<file path="config.mk">
export PLATFORM = sky130hd
export DESIGN_NAME = clk_div_multi
export DESIGN_NICKNAME = d
export VERILOG_FILES = /design/src/rtl/clk_div_multi.sv
export SDC_FILE = /design/constraint.sdc
export NUM_CORES = 1
export LEC_CHECK = 0
export CAP_MARGIN = 10
export CELL_PAD_IN_SITES_DETAIL_PLACEMENT = 0
export CELL_PAD_IN_SITES_GLOBAL_PLACEMENT = 1
export CORE_ASPECT_RATIO = 1.5
export CORE_UTILIZATION = 45
export CTS_BUF_LIST = sky130_fd_sc_hd__clkbuf_4 sky130_fd_sc_hd__clkbuf_8
export DETAILED_ROUTE_END_ITERATION = 10
export PLACE_DENSITY_LB_ADDON = 0.25
export SLEW_MARGIN = 15
export SYNTH_ARGS = -nofsm -noshare
export SYNTH_HDL_FRONTEND = slang
export SYNTH_SLANG_ARGS = --single-unit
</file>
<file path="constraint.sdc">
create_clock -name clk -period 5.7 [get_ports clk]
set_clock_uncertainty 0.1 [all_clocks]
set_input_delay 1.14 -clock clk [delete_from_list [all_inputs] [get_ports clk]]
set_output_delay 1.14 -clock clk [all_outputs]
set_load 0.01 [all_outputs]
</file>
<file path="src/rtl/clk_div_multi.sv">
// clk_div_multi: multi-channel programmable clock/tick divider.
// Each channel counts 0..div_reg and emits a one-cycle tick after every
// terminal count (TC). Its divided_clk either toggles at TC (50 % duty) or
// pulses for one cycle (pulse mode). New divisor/mode settings arrive
// through a valid/ready port. They wait in a shadow register until the
// channel's next TC, so the output never glitches.
// Optional feature macro: CLK_DIV_MULTI_SYNC_EN adds a 'sync' input that
// restarts every enabled channel in phase.
module clk_div_multi #(
   parameter int               NUM_CH   = 4,
   parameter int               CNT_W    = 32,
   parameter logic [CNT_W-1:0] DEF_DIV  = CNT_W'(62499999),
   parameter bit               DEF_MODE = 1'b0,
   localparam int              CH_W     = (NUM_CH > 1) ? $clog2(NUM_CH) : 1
) (
   input  logic              clk,
   input  logic              rst_n,
   input  logic [NUM_CH-1:0] en,
   input  logic              cfg_valid,
   output logic              cfg_ready,
   input  logic [CH_W-1:0]   cfg_ch,
   input  logic [CNT_W-1:0]  cfg_div,
   input  logic              cfg_mode,
`ifdef CLK_DIV_MULTI_SYNC_EN
   input  logic              sync,
`endif
   output logic [NUM_CH-1:0] divided_clk,
   output logic [NUM_CH-1:0] tick
);

   logic [CNT_W-1:0]  cnt     [NUM_CH];
   logic [CNT_W-1:0]  div_reg [NUM_CH];
   logic [CNT_W-1:0]  div_sh  [NUM_CH];
   logic [NUM_CH-1:0] mode_reg;
   logic [NUM_CH-1:0] mode_sh;
   logic [NUM_CH-1:0] pending;
   logic [NUM_CH-1:0] en_q;
   logic              rst_n_q;
   logic              sel_pending;
   logic              sync_now;

`ifdef CLK_DIV_MULTI_SYNC_EN
   assign sync_now = sync;
`else
   assign sync_now = 1'b0;
`endif

   // Config accept: blocked during and right after reset, and while the
   // addressed channel still holds an unapplied shadow. Channel numbers
   // past NUM_CH are always accepted, and the write is then discarded.
   always_comb begin
      sel_pending = 1'b0;
      for (int i = 0; i < NUM_CH; i++) begin
         if (cfg_ch == CH_W'(i)) sel_pending = pending[i];
      end
      cfg_ready = rst_n & rst_n_q & ~sel_pending;
   end

   // Per-channel counter, output, shadow and apply logic. en_q holds the
   // counter at 0 for the first enabled cycle, so the first tick arrives
   // div+2 cycles after enable.
   always_ff @(posedge clk) begin
      if (!rst_n) begin
         rst_n_q <= 1'b0;
         for (int i = 0; i < NUM_CH; i++) begin
            cnt[i]         <= '0;
            div_reg[i]     <= DEF_DIV;
            div_sh[i]      <= DEF_DIV;
            mode_reg[i]    <= DEF_MODE;
            mode_sh[i]     <= DEF_MODE;
            pending[i]     <= 1'b0;
            en_q[i]        <= 1'b0;
            divided_clk[i] <= 1'b0;
            tick[i]        <= 1'b0;
         end
      end else begin
         rst_n_q <= 1'b1;
         for (int i = 0; i < NUM_CH; i++) begin
            en_q[i] <= en[i];
            if (!(en[i] && en_q[i]) || sync_now) begin
               cnt[i]         <= '0;
               divided_clk[i] <= 1'b0;
               tick[i]        <= 1'b0;
               if (pending[i]) begin
                  div_reg[i]  <= div_sh[i];
                  mode_reg[i] <= mode_sh[i];
                  pending[i]  <= 1'b0;
               end
            end else if (cnt[i] == div_reg[i]) begin
               cnt[i]  <= '0;
               tick[i] <= 1'b1;
               if (pending[i] && (mode_sh[i] != mode_reg[i])) begin
                  divided_clk[i] <= 1'b0;
               end else if (mode_reg[i]) begin
                  divided_clk[i] <= 1'b1;
               end else begin
                  divided_clk[i] <= ~divided_clk[i];
               end
               if (pending[i]) begin
                  div_reg[i]  <= div_sh[i];
                  mode_reg[i] <= mode_sh[i];
                  pending[i]  <= 1'b0;
               end
            end else begin
               cnt[i]  <= cnt[i] + 1'b1;
               tick[i] <= 1'b0;
               if (mode_reg[i]) divided_clk[i] <= 1'b0;
            end
            if (cfg_valid && cfg_ready && (cfg_ch == CH_W'(i))) begin
               div_sh[i]  <= cfg_div;
               mode_sh[i] <= cfg_mode;
               pending[i] <= 1'b1;
            end
         end
      end
   end

endmodule

</file>
==> reports/results.txt <==
Combinational Power Share: 0.047
total leakage power: 7.29 nW
worst setup path start: cfg_ch[0]
slew margin rel.: 0.232
outcome: completed
Post-synth EDFFs: 384
row cnt: 92
Area Growth Syn to Fin: 14.2%
# fillers: 3,735
die extent in y: 255 microns
final non-filler cell total: 2,318
hpwl dp: 30,700 microns
YS warnings: 0
sw frac: 0.227
largest net degree at the start of global routing: 63
initial antenna violation count: 10
Hold WS: 0.396 ns
RR Endpoint: div_reg[2][29]
chip width: 170 microns
Root Driver: clkbuf_8
R2R Path Start: cnt[2][26]
cts repair resizes: 0
Routed Antenna Nets: 0
Worst Setup EP: cfg_ready
fin crit period: 4.42 ns
Hold Path Class: reg2reg
core area: 42,000 sq um
Hold Vio Cnt, Final: 0
initial detailed-routing violation count: 926
internal cell power: 4.72 mW
GRT overflow: 0
register area: 12,000 sq um
share of cells above drive strength 1: 0.0833
setup violators final: 0
startpoint types: primary input
Inst Count DP: 2,207
setup bufs post-CTS: 0
Pins Over Slew Limit: 0
NetSw: 1.38 mW
critical path required time: 4.46 ns
CTS tree: built
Cell Area, Synth: 19,100 sq um
fin crit share: 0.775
Crit path largest cell delay: 0.68 ns
Yosys reg bits: 409
input/output buffers: 50
setup TNS: 0 ns
top post-synthesis cells by area: edfxtp_1 60%, xor2_1 7.5%, xnor2_1 3.8%, nor2_1 2.8%, dfxtp_1 2.6%
Inserted Clock Buffers: 60
clk sinks: 409
Die Area: 43,400 sq um
most frequent CP cell: clkdlybuf4s50_1
reg-to-reg slack, setup: 2.77 ns
Synth top cells by count: 384 x edfxtp_1, 164 x xor2_1, 145 x nor2_1
prevailing post-synth register cell: edfxtp_1
area leader, netlist: edfxtp_1
Clk Latency, worst-skew pair: 0.62 ns
Power, Total: 6.11 mW
Seq/Total Area, Yosys: 0.629
CTS H-tree depth: 2
Flop pwr share: 0.568
Distinct cells, synth: 60
first-pass GRT wire length: 65,400 microns
Vias/cell: 5.06
max_cap viols: 0
via count: 11,700
DRC: 0
critical path class: in2out
Yosys top cell area share: 0.603
Setup crit end kind: output port
R2R cell count: 6
pwr/cell area: 279 nW/um^2
power share of the clock group: 0.385
Fmax: 226 MHz
total iterations of the first detailed-routing run: 5
GRT Total Usage: 0.204
final weighted congestion in routability-driven placement: 0.838
Syn Area/Cell: 12.7 sq um
Worst EP arrival: 3.18 ns
Nets: 1,751
starting density of the core: 0.455
hold_buf cts: 0
Post-synth ARST share: 0
Slew @ Worst Pin: 1.14 ns
Worst VDD drop: 0.224 mV
cells after synthesis: 1,511
worst-path fanout max: 5
most frequent cell after synthesis: edfxtp_1
CP Cell Sequence: clkdlybuf4s50_1 > mux4_2 > and3b_1 > clkdlybuf4s50_1
area of the multi-input gates: 7230 sq um
mean routed wirelength per cell: 18.4 microns
final wirelength: 42,600 microns
clk buf depth: 3
Reg clk slew, reported paths: 0.06 ns
RSZ-0062 raised after global routing: no
Slowest cell on crit path: clkdlybuf4s50_1
io pins: 51
vias in the first global route: 11,400
per-layer routing:
layer | global-route usage | vias to the layer above | wire, microns
met2 | 0.363 | 265 | 22100
li1 | - | 5762 | -
met4 | 0.0844 | 2 | 1590
met5 | 0 | - | 12
met3 | 0.0279 | 86 | 2040
met1 | 0.247 | 5621 | 16800
kinds of logic (layout without fill, tap and decap cells):
group	count (synthesis)	in the layout	synth area share
adder cells (fa/ha/maj)	4	4	0.00262
AND/OR/NAND/NOR	720	720	0.217
multiplexers	1	1	0.00118
AO/OA/AOI/OAI	47	47	0.0175
flip-flops	409	409	0.629
XOR/XNOR	247	247	0.113
buffers and inverters	82	197	0.0203
other	1	129	0.000196
cell usage in the layout (no fill, tap or decap), types with 12 or more instances in the layout:
| cell | count |
|---|---|
| xor2_1 | 164 |
| or3_1 | 55 |
| nand4_1 | 47 |
| inv_1 | 22 |
| xnor2_1 | 83 |
| clkbuf_4 | 15 |
| conb_1 | 128 |
| nor3_1 | 29 |
| and3_1 | 71 |
| edfxtp_1 | 384 |
| and4_1 | 22 |
| nand2b_1 | 66 |
| buf_4 | 15 |
| nand3_1 | 53 |
| clkdlybuf4s50_1 | 49 |
| nor4_1 | 32 |
| nand2_1 | 77 |
| clkbuf_8 | 68 |
| and2_1 | 72 |
| clkinv_2 | 13 |
| clkinv_1 | 12 |
| nor2_1 | 145 |
| or4b_1 | 17 |
| dfxtp_1 | 25 |
layout make-up:
class	count	area share
Inverter	22	0.00378
Timing Repair Buffer	65	0.0278
Sequential cell	409	0.550
Antenna cell	1	0.000114
Clock buffer	83	0.0480
Tap cell	564	0.0323
Multi-Input combinational cell	1147	0.331
Clock inverter	27	0.00676
critical path: cells and delay by family:
kind / cells / cell delay [ns]
muxes: 1 / 0.57
and+or+nand+nor: 1 / 0.25
buffers and inverters: 2 / 1.22
worst min path at each step:
stage                   from              to  slack, ns  depth (start not counted)
4_1_cts        div_sh[2][19]  div_reg[2][19]       0.40                          1
5_1_grt         div_sh[0][0]   div_reg[0][0]       0.41                          1
3_5_place_dp   div_sh[0][24]  div_reg[0][24]       0.39                          1
2_1_floorplan     mode_sh[2]      mode_sh[2]       0.36                          2
6_report       div_sh[2][19]  div_reg[2][19]       0.40                          1
3_3_place_gp   div_sh[0][24]  div_reg[0][24]       0.39                          1
power by group through the flow:
stage	registers (mW)	clock network, mW	logic (mW)
after floorplan	3.50	0	0.179
after global placement	3.53	0	0.282
after detailed placement	3.54	0	0.285
after CTS	3.47	2.41	0.287
after global routing	3.48	2.53	0.315
final	3.47	2.35	0.285
through the flow:
stage,util,worst slack [ns],cell area [sq um]
after floorplan,-,1.15,19600
after global placement,0.491,1.31,20600
after detailed placement,0.491,1.29,20600
after CTS,0.520,1.27,21800
after global routing,0.520,1.21,21900
final,0.520,1.28,21900
Power figures use the tool's default switching activity.
